`src/rtl/lsp_mem_pkg.sv`:
```
// Shared definitions for the load-store memory stage: access width codes,
// FSM state encoding and the byte-enable pattern for each width.
package lsp_mem_pkg;

   localparam logic [1:0] MW_B = 2'b00;
   localparam logic [1:0] MW_H = 2'b01;
   localparam logic [1:0] MW_W = 2'b10;
   localparam logic [1:0] MW_D = 2'b11;

   typedef enum logic [1:0] {
      ST_IDLE = 2'b00,
      ST_REQ  = 2'b01,
      ST_RESP = 2'b10,
      ST_WB   = 2'b11
   } lsp_state_e;

   function automatic logic [7:0] width_mask(input logic [1:0] width);
      case (width)
         MW_B:    return 8'h01;
         MW_H:    return 8'h03;
         MW_W:    return 8'h0F;
         MW_D:    return 8'hFF;
         default: return 8'hFF;
      endcase
   endfunction

endpackage

```
`src/rtl/lsp_mem_if.sv`:
```
// Issue, data-memory and writeback signals of the memory stage. The master
// modport is the stage itself; slave is its environment.
interface lsp_mem_if;

   logic [63:0] ix_lsp_pc;
   logic [4:0]  ix_lsp_dst;
   logic        ix_lsp_wb_en;
   logic [63:0] ix_lsp_base;
   logic [11:0] ix_lsp_offset;
   logic [63:0] ix_lsp_store_data;
   logic        ix_lsp_mem_wen;
   logic [1:0]  ix_lsp_mem_width;
   logic        ix_lsp_mem_sign;
   logic        ix_lsp_valid;
   logic        ix_lsp_ready;

   logic [63:0] dm_req_addr;
   logic        dm_req_wen;
   logic [63:0] dm_req_wdata;
   logic [7:0]  dm_req_wmask;
   logic        dm_req_valid;
   logic        dm_req_ready;
   logic [63:0] dm_resp_rdata;
   logic        dm_resp_valid;

   logic [4:0]  lsp_wb_dst;
   logic [63:0] lsp_wb_result;
   logic [63:0] lsp_wb_pc;
   logic        lsp_wb_wb_en;
   logic        lsp_wb_misalign;
   logic        lsp_wb_valid;
   logic        lsp_wb_ready;

   modport master (
      input  ix_lsp_pc, ix_lsp_dst, ix_lsp_wb_en, ix_lsp_base, ix_lsp_offset,
             ix_lsp_store_data, ix_lsp_mem_wen, ix_lsp_mem_width, ix_lsp_mem_sign,
             ix_lsp_valid,
      output ix_lsp_ready,
      output dm_req_addr, dm_req_wen, dm_req_wdata, dm_req_wmask, dm_req_valid,
      input  dm_req_ready, dm_resp_rdata, dm_resp_valid,
      output lsp_wb_dst, lsp_wb_result, lsp_wb_pc, lsp_wb_wb_en, lsp_wb_misalign,
             lsp_wb_valid,
      input  lsp_wb_ready
   );

   modport slave (
      output ix_lsp_pc, ix_lsp_dst, ix_lsp_wb_en, ix_lsp_base, ix_lsp_offset,
             ix_lsp_store_data, ix_lsp_mem_wen, ix_lsp_mem_width, ix_lsp_mem_sign,
             ix_lsp_valid,
      input  ix_lsp_ready,
      input  dm_req_addr, dm_req_wen, dm_req_wdata, dm_req_wmask, dm_req_valid,
      output dm_req_ready, dm_resp_rdata, dm_resp_valid,
      input  lsp_wb_dst, lsp_wb_result, lsp_wb_pc, lsp_wb_wb_en, lsp_wb_misalign,
             lsp_wb_valid,
      output lsp_wb_ready
   );

endinterface

```
`src/rtl/lsp_mem_align.sv`:
```
// Combinational lane logic: effective address, misalign detection, store
// lane shift/mask, and load shift with sign/zero extension.
module lsp_mem_align
   import lsp_mem_pkg::*;
(
   input  logic [63:0] base_i,
   input  logic [11:0] offset_i,
   input  logic [1:0]  width_i,
   input  logic [63:0] store_data_i,
   output logic [63:0] ea_o,
   output logic        misalign_o,
   output logic [63:0] wdata_o,
   output logic [7:0]  wmask_o,
   input  logic [2:0]  ld_lane_i,
   input  logic [1:0]  ld_width_i,
   input  logic        ld_sign_i,
   input  logic [63:0] rdata_i,
   output logic [63:0] ld_data_o
);

   logic [63:0] shifted_s;

   // Issue-side address, alignment and store lane placement.
   always_comb begin
      ea_o = base_i + {{52{offset_i[11]}}, offset_i};
      case (width_i)
         MW_B:    misalign_o = 1'b0;
         MW_H:    misalign_o = ea_o[0];
         MW_W:    misalign_o = |ea_o[1:0];
         MW_D:    misalign_o = |ea_o[2:0];
         default: misalign_o = 1'b0;
      endcase
      wdata_o = store_data_i << {ea_o[2:0], 3'b000};
      wmask_o = width_mask(width_i) << ea_o[2:0];
   end

   // Response-side lane extraction and extension.
   always_comb begin
      shifted_s = rdata_i >> {ld_lane_i, 3'b000};
      case (ld_width_i)
         MW_B:    ld_data_o = {{56{ld_sign_i & shifted_s[7]}},  shifted_s[7:0]};
         MW_H:    ld_data_o = {{48{ld_sign_i & shifted_s[15]}}, shifted_s[15:0]};
         MW_W:    ld_data_o = {{32{ld_sign_i & shifted_s[31]}}, shifted_s[31:0]};
         MW_D:    ld_data_o = shifted_s;
         default: ld_data_o = shifted_s;
      endcase
   end

endmodule

```
`src/rtl/lsp_mem.sv`:
```
// Memory stage of the load-store pipe: one blocking load/store in flight,
// single-outstanding data-memory port, registered writeback presentation.
module lsp_mem
   import lsp_mem_pkg::*;
(
   input  logic      clk,
   input  logic      rst,
   lsp_mem_if.master io
);

   lsp_state_e  state_q, state_d;
   logic [63:0] pc_q;
   logic [4:0]  dst_q;
   logic        wb_en_q;
   logic        mis_q;
   logic [63:0] result_q;
   logic [63:0] req_addr_q;
   logic [63:0] req_wdata_q;
   logic [7:0]  req_wmask_q;
   logic        req_wen_q;
   logic [2:0]  lane_q;
   logic [1:0]  width_q;
   logic        sign_q;

   logic [63:0] ea_s;
   logic        mis_s;
   logic [63:0] wdata_s;
   logic [7:0]  wmask_s;
   logic [63:0] ld_data_s;
   logic        issue_s;
   logic        resp_s;

   assign issue_s = (state_q == ST_IDLE) && io.ix_lsp_valid;
   assign resp_s  = (state_q == ST_RESP) && io.dm_resp_valid;

   lsp_mem_align u_align (
      .base_i       (io.ix_lsp_base),
      .offset_i     (io.ix_lsp_offset),
      .width_i      (io.ix_lsp_mem_width),
      .store_data_i (io.ix_lsp_store_data),
      .ea_o         (ea_s),
      .misalign_o   (mis_s),
      .wdata_o      (wdata_s),
      .wmask_o      (wmask_s),
      .ld_lane_i    (lane_q),
      .ld_width_i   (width_q),
      .ld_sign_i    (sign_q),
      .rdata_i      (io.dm_resp_rdata),
      .ld_data_o    (ld_data_s)
   );

   // State register.
   always_ff @(posedge clk or posedge rst) begin
      if (rst) begin
         state_q <= ST_IDLE;
      end else begin
         state_q <= state_d;
      end
   end

   // Next-state logic.
   always_comb begin
      state_d = state_q;
      case (state_q)
         ST_IDLE: begin
            if (io.ix_lsp_valid) begin
               state_d = mis_s ? ST_WB : ST_REQ;
            end else begin
               state_d = ST_IDLE;
            end
         end
         ST_REQ: begin
            if (io.dm_req_ready) begin
               state_d = req_wen_q ? ST_WB : ST_RESP;
            end else begin
               state_d = ST_REQ;
            end
         end
         ST_RESP: begin
            if (io.dm_resp_valid) begin
               state_d = ST_WB;
            end else begin
               state_d = ST_RESP;
            end
         end
         ST_WB: begin
            if (io.lsp_wb_ready) begin
               state_d = ST_IDLE;
            end else begin
               state_d = ST_WB;
            end
         end
         default: state_d = ST_IDLE;
      endcase
   end

   // Request fields are captured at issue so they hold still until accepted.
   always_ff @(posedge clk or posedge rst) begin
      if (rst) begin
         pc_q        <= 64'd0;
         dst_q       <= 5'd0;
         wb_en_q     <= 1'b0;
         mis_q       <= 1'b0;
         result_q    <= 64'd0;
         req_addr_q  <= 64'd0;
         req_wdata_q <= 64'd0;
         req_wmask_q <= 8'd0;
         req_wen_q   <= 1'b0;
         lane_q      <= 3'd0;
         width_q     <= 2'd0;
         sign_q      <= 1'b0;
      end else if (issue_s) begin
         pc_q        <= io.ix_lsp_pc;
         dst_q       <= io.ix_lsp_dst;
         wb_en_q     <= io.ix_lsp_wb_en & ~io.ix_lsp_mem_wen & ~mis_s;
         mis_q       <= mis_s;
         result_q    <= 64'd0;
         req_addr_q  <= {ea_s[63:3], 3'b000};
         req_wdata_q <= wdata_s;
         req_wmask_q <= wmask_s;
         req_wen_q   <= io.ix_lsp_mem_wen & ~mis_s;
         lane_q      <= ea_s[2:0];
         width_q     <= io.ix_lsp_mem_width;
         sign_q      <= io.ix_lsp_mem_sign;
      end else if (resp_s) begin
         result_q    <= ld_data_s;
      end
   end

   // Output decode; depends only on registered state, never on inputs.
   always_comb begin
      io.ix_lsp_ready    = (state_q == ST_IDLE);
      io.dm_req_valid    = (state_q == ST_REQ);
      io.lsp_wb_valid    = (state_q == ST_WB);
      io.dm_req_addr     = req_addr_q;
      io.dm_req_wen      = req_wen_q;
      io.dm_req_wdata    = req_wdata_q;
      io.dm_req_wmask    = req_wmask_q;
      io.lsp_wb_dst      = dst_q;
      io.lsp_wb_result   = result_q;
      io.lsp_wb_pc       = pc_q;
      io.lsp_wb_wb_en    = wb_en_q;
      io.lsp_wb_misalign = mis_q;
   end

endmodule

```
`src/flat_wrapper.sv`:
```
// flat-port wrapper written by rule: the top's interface ports become plain ports
module lsp_mem_flat import lsp_mem_pkg::*;
  (clk, rst, io_ix_lsp_pc, io_ix_lsp_dst, io_ix_lsp_wb_en, io_ix_lsp_base, io_ix_lsp_offset, io_ix_lsp_store_data, io_ix_lsp_mem_wen, io_ix_lsp_mem_width, io_ix_lsp_mem_sign, io_ix_lsp_valid, io_ix_lsp_ready, io_dm_req_addr, io_dm_req_wen, io_dm_req_wdata, io_dm_req_wmask, io_dm_req_valid, io_dm_req_ready, io_dm_resp_rdata, io_dm_resp_valid, io_lsp_wb_dst, io_lsp_wb_result, io_lsp_wb_pc, io_lsp_wb_wb_en, io_lsp_wb_misalign, io_lsp_wb_valid, io_lsp_wb_ready);
  lsp_mem_if io_i ();
  input  logic clk;
  input  logic rst;
  input wire logic [$bits(io_i.ix_lsp_pc)-1:0] io_ix_lsp_pc;
  input wire logic [$bits(io_i.ix_lsp_dst)-1:0] io_ix_lsp_dst;
  input wire logic [$bits(io_i.ix_lsp_wb_en)-1:0] io_ix_lsp_wb_en;
  input wire logic [$bits(io_i.ix_lsp_base)-1:0] io_ix_lsp_base;
  input wire logic [$bits(io_i.ix_lsp_offset)-1:0] io_ix_lsp_offset;
  input wire logic [$bits(io_i.ix_lsp_store_data)-1:0] io_ix_lsp_store_data;
  input wire logic [$bits(io_i.ix_lsp_mem_wen)-1:0] io_ix_lsp_mem_wen;
  input wire logic [$bits(io_i.ix_lsp_mem_width)-1:0] io_ix_lsp_mem_width;
  input wire logic [$bits(io_i.ix_lsp_mem_sign)-1:0] io_ix_lsp_mem_sign;
  input wire logic [$bits(io_i.ix_lsp_valid)-1:0] io_ix_lsp_valid;
  output wire logic [$bits(io_i.ix_lsp_ready)-1:0] io_ix_lsp_ready;
  output wire logic [$bits(io_i.dm_req_addr)-1:0] io_dm_req_addr;
  output wire logic [$bits(io_i.dm_req_wen)-1:0] io_dm_req_wen;
  output wire logic [$bits(io_i.dm_req_wdata)-1:0] io_dm_req_wdata;
  output wire logic [$bits(io_i.dm_req_wmask)-1:0] io_dm_req_wmask;
  output wire logic [$bits(io_i.dm_req_valid)-1:0] io_dm_req_valid;
  input wire logic [$bits(io_i.dm_req_ready)-1:0] io_dm_req_ready;
  input wire logic [$bits(io_i.dm_resp_rdata)-1:0] io_dm_resp_rdata;
  input wire logic [$bits(io_i.dm_resp_valid)-1:0] io_dm_resp_valid;
  output wire logic [$bits(io_i.lsp_wb_dst)-1:0] io_lsp_wb_dst;
  output wire logic [$bits(io_i.lsp_wb_result)-1:0] io_lsp_wb_result;
  output wire logic [$bits(io_i.lsp_wb_pc)-1:0] io_lsp_wb_pc;
  output wire logic [$bits(io_i.lsp_wb_wb_en)-1:0] io_lsp_wb_wb_en;
  output wire logic [$bits(io_i.lsp_wb_misalign)-1:0] io_lsp_wb_misalign;
  output wire logic [$bits(io_i.lsp_wb_valid)-1:0] io_lsp_wb_valid;
  input wire logic [$bits(io_i.lsp_wb_ready)-1:0] io_lsp_wb_ready;
  assign io_i.ix_lsp_pc = io_ix_lsp_pc;
  assign io_i.ix_lsp_dst = io_ix_lsp_dst;
  assign io_i.ix_lsp_wb_en = io_ix_lsp_wb_en;
  assign io_i.ix_lsp_base = io_ix_lsp_base;
  assign io_i.ix_lsp_offset = io_ix_lsp_offset;
  assign io_i.ix_lsp_store_data = io_ix_lsp_store_data;
  assign io_i.ix_lsp_mem_wen = io_ix_lsp_mem_wen;
  assign io_i.ix_lsp_mem_width = io_ix_lsp_mem_width;
  assign io_i.ix_lsp_mem_sign = io_ix_lsp_mem_sign;
  assign io_i.ix_lsp_valid = io_ix_lsp_valid;
  assign io_ix_lsp_ready = io_i.ix_lsp_ready;
  assign io_dm_req_addr = io_i.dm_req_addr;
  assign io_dm_req_wen = io_i.dm_req_wen;
  assign io_dm_req_wdata = io_i.dm_req_wdata;
  assign io_dm_req_wmask = io_i.dm_req_wmask;
  assign io_dm_req_valid = io_i.dm_req_valid;
  assign io_i.dm_req_ready = io_dm_req_ready;
  assign io_i.dm_resp_rdata = io_dm_resp_rdata;
  assign io_i.dm_resp_valid = io_dm_resp_valid;
  assign io_lsp_wb_dst = io_i.lsp_wb_dst;
  assign io_lsp_wb_result = io_i.lsp_wb_result;
  assign io_lsp_wb_pc = io_i.lsp_wb_pc;
  assign io_lsp_wb_wb_en = io_i.lsp_wb_wb_en;
  assign io_lsp_wb_misalign = io_i.lsp_wb_misalign;
  assign io_lsp_wb_valid = io_i.lsp_wb_valid;
  assign io_i.lsp_wb_ready = io_lsp_wb_ready;
  lsp_mem u_core (.clk(clk), .rst(rst), .io(io_i));
endmodule
```
`config.mk`:
```
export PLATFORM = sky130hd
export DESIGN_NAME = lsp_mem_flat
export DESIGN_NICKNAME = d
export VERILOG_FILES = /design/src/rtl/lsp_mem_pkg.sv /design/src/rtl/lsp_mem_if.sv /design/src/rtl/lsp_mem_align.sv /design/src/rtl/lsp_mem.sv /design/src/flat_wrapper.sv
export SDC_FILE = /design/constraint.sdc
export NUM_CORES = 1
export LEC_CHECK = 0
export ABC_AREA = 0
export BUFFER_PORTS_ARGS = -buffer_cell sky130_fd_sc_hd__buf_2
export CORE_AREA = 2 2 215 217
export DETAILED_ROUTE_END_ITERATION = 10
export DIE_AREA = 0 0 217 219
export SETUP_SLACK_MARGIN = 0.05
export SYNTH_ARGS = -nofsm -noshare
export SYNTH_HDL_FRONTEND = slang
export SYNTH_SLANG_ARGS = --single-unit
```
`constraint.sdc`:
```
create_clock -name clk -period 17.8 [get_ports clk]
set_input_delay 0.89 -clock clk [delete_from_list [all_inputs] [get_ports clk]]
set_output_delay 0.89 -clock clk [all_outputs]
set_load 0.1 [all_outputs]
```
==> reports/qor.yml <==
floorplanning:
  rows: 78
  dieArea_sq_um: 47500
  initial_core_util: 0.386
  die_w_um: 217
  io_pins: 559
  fp.coreArea_sq_um: 45100
  die-height_um: 219
clock_network:
  clk_pin_slew_worst_paths_ns: 0.06
  postCtsHoldBufs: 0
  postCtsSetupBuffers: 0
  cts_made_buffers: 34
  cts.repair.resized: 0
  cts_root_buffer: "clkbuf_16"
  clock_sinks: 277
  htree_levels: 2
  clk_latency_ns: 0.55
  cts_tree: "done"
  clockBufferDepth: 3
drt:
  wl_um: 62500
  vias_per_cell: 5.50
  dr.pass1.iters: 5
  vias: 17339
  drc: 0
  ant_nets: 0
  drtIter0Drc: 1369
  detail_route.wl_per_cell_um: 19.8
worst_setup_path:
  worstPathCellList: "buf_2, ha_1, nand4_1, or3_4, nand4b_4, o2111a_1, or4b_4, a2111o_1, a21oi_2, nor3_1, or3b_1"
  worst_ep_arrival_time_ns: 4.85
  cp_max_fo: 53
  critPathRequiredTime_ns: 18.21
  end_kind: "register"
  ff2ff_path_depth: 5
  r2r_setup_slack_ns: 14.08
  reg2reg_to: "u_core.io.dm_req_wdata[7]"
  timing.rr.start: "u_core.state_q[1]"
  critPathSlowestCell: "buf_2"
  path_class: "in -> reg"
  max_stage_delay_ns: 0.85
  start_kind: "input pin"
sta:
  period_needed_ns: 4.44
  slew_headroom: 0.0984
  setup-violations-final: 0
  min_period_over_period: 0.249
  maxSlewViolCount: 0
  fmax_mhz: 225
  rsz0062_at_grt: "no"
  max_slew.worst_pin.slew_ns: 1.34
  hold_viol_final: 0
  setup_ws_ns: 13.36
  fin_tns_setup_ns: 0
  fin_skew_ns: 0.0171
synthesis:
  synth_ff_type: "dfrtp_1"
  async_reset_ff_frac: 1.00
  synth_area_leaders: "dfrtp_1 (40%), nand2_1 (10%), o21ai_0 (5.0%)"
  synth.avg_cell_area_sq_um: 8.49
  synth_cells: 2048
  synth_edf_count: 0
  synth_top_family_by_area: "compound AO/OA/AOI/OAI gates"
  ys_seq_area_frac: 0.399
  synthAdderAreaFrac: 0.0465
  synthMuxAreaShare: 0.0977
  synth_top_area_share: 0.399
  synth_area_sq_um: 17400
  synth_common_cells: "nand2_1 (486), dfrtp_1 (277), o21ai_0 (175)"
  synth-xor-area-share: 0.0222
  synth-simple-area-share: 0.183
  synth_seq_cells: 277
  ys_warn_count: 0
  synth-compound-area-share: 0.215
  yosys.area.top_type: "dfrtp_1"
  synth.distinct_cells: 77
  synthMostInstantiatedCell: "nand2_1"
global_route:
  grt_busiest_layer: "met2"
  grt_max_degree: 110
  grt_use_met3: 0.0388
  grt_pass1_wl_um: 94500
  grt_pass1_vias: 16570
  antenna_found_initial: 6
  grt_usage: 0.252
  global_route.usage.met1: 0.331
  grtUsageMet2: 0.421
  overflow: 0
hold_path:
  whs_path_depth: 2
  hold_path.class: "reg -> reg"
  min_from: "u_core.io.dm_req_addr[39]"
  hold_end: "u_core.io.dm_req_addr[39]"
final_layout:
  syn_to_final_growth_pct: 25.5
  fin_area_sq_um: 21800
  drive_gt1_frac: 0.279
  fin_nets: 2869
  post-route-util: 0.484
run:
  maxCapViolCount: 0
place:
  hpwl_um: 46900
  place_ws_ns: 12.82
  io_buffers: 555
  gp_congestion: 0.930
  place_area_sq_um: 20600
outcome:
  status: "completed"
==> worst max-delay path, delay by kind of cell <==
family | cells | cell delay, ns
compound gates | 3 | 0.91
fa+ha+maj | 1 | 0.41
buf+inv | 1 | 0.85
simple gates | 6 | 1.76
==> per-layer routing <==
layer | share of wire | wire length (um)
met1 | 0.42 | 26400
met2 | 0.49 | 30500
met3 | 0.059 | 3700
met4 | 0.032 | 1990
met5 | 0 | 0
==> stage by stage <==
stage	std cells	hold WS, ns
after floorplan	2050	0.499
after global placement	3085	0.453
after detailed placement	3085	0.457
after CTS	3147	0.471
after global routing	3152	0.483
final	3152	0.463
==> worst max path at each step <==
| stage | startpoint | to | slack (ns) | cells past startpoint |
|---|---|---|---|---|
| 6_report | io_ix_lsp_offset[11] | u_core.io.dm_req_addr[59] | 13.36 | 11 |
| 5_1_grt | io_ix_lsp_offset[11] | u_core.io.dm_req_addr[57] | 13.16 | 11 |
| 4_1_cts | io_ix_lsp_offset[11] | u_core.io.dm_req_addr[59] | 13.42 | 11 |
| 3_5_place_dp | io_ix_lsp_offset[11] | u_core.io.dm_req_addr[59] | 12.82 | 11 |
| 3_3_place_gp | io_ix_lsp_offset[11] | u_core.io.dm_req_addr[59] | 12.89 | 11 |
| 2_1_floorplan | rst | u_core.io.dm_req_addr[10] | 9.27 | 1 |
==> final cells by class <==
class | instances | area, sq um
timing repair buffer | 574 | 2920
sequential | 277 | 6930
fill | 4484 | 23300
antenna | 5 | 12.5
clock inverter | 14 | 175
multi-input combinational | 1604 | 9870
clock buffer | 48 | 1020
inverter | 30 | 120
tap | 600 | 751
==> state kept, by name (all words and copies together) (netlist names), 3 cells and up <==
signal	flops
u_core.io.dm_req_wdata	64
u_core.io.lsp_wb_pc	64
u_core.io.lsp_wb_dst	5
u_core.io.lsp_wb_result	64
u_core.lane_q	3
u_core.io.dm_req_wmask	8
u_core.io.dm_req_addr	61
==> layout by cell type, fill, tap and decap left out, types with 16 or more instances in the layout <==
cell type | synthesis | routed
mux2_2 | 24 | 24
a22o_1 | 25 | 25
a21oi_1 | 168 | 167
o21ai_1 | 50 | 50
o21bai_1 | 18 | 18
mux4_2 | 30 | 30
a21o_1 | 24 | 24
o211ai_1 | 19 | 19
nor2_1 | 113 | 113
nand4_1 | 16 | 16
nand2_1 | 486 | 485
buf_2 | 2 | 555
mux2i_1 | 74 | 74
a211oi_1 | 34 | 34
clkbuf_16 | 0 | 35
ha_1 | 63 | 62
a31oi_1 | 18 | 18
xnor2_1 | 23 | 22
nor2b_1 | 24 | 24
o21ai_0 | 175 | 175
nand3_1 | 39 | 39
dfrtp_1 | 277 | 275
inv_1 | 30 | 29
xor2_1 | 21 | 20
buf_4 | 3 | 19
==> logic make-up (layout without fill, tap and decap cells) <==
group,after synthesis,count (layout)
flops,277,277
mux,129,129
fa+ha+maj,64,64
simple gates,747,747
xor+xnor,44,44
compound gates,617,617
buf+inv,169,666
other cells,1,8
Power is not shown: default switching activity piles up to over one toggle a cycle in this logic, so the estimate is an artifact.
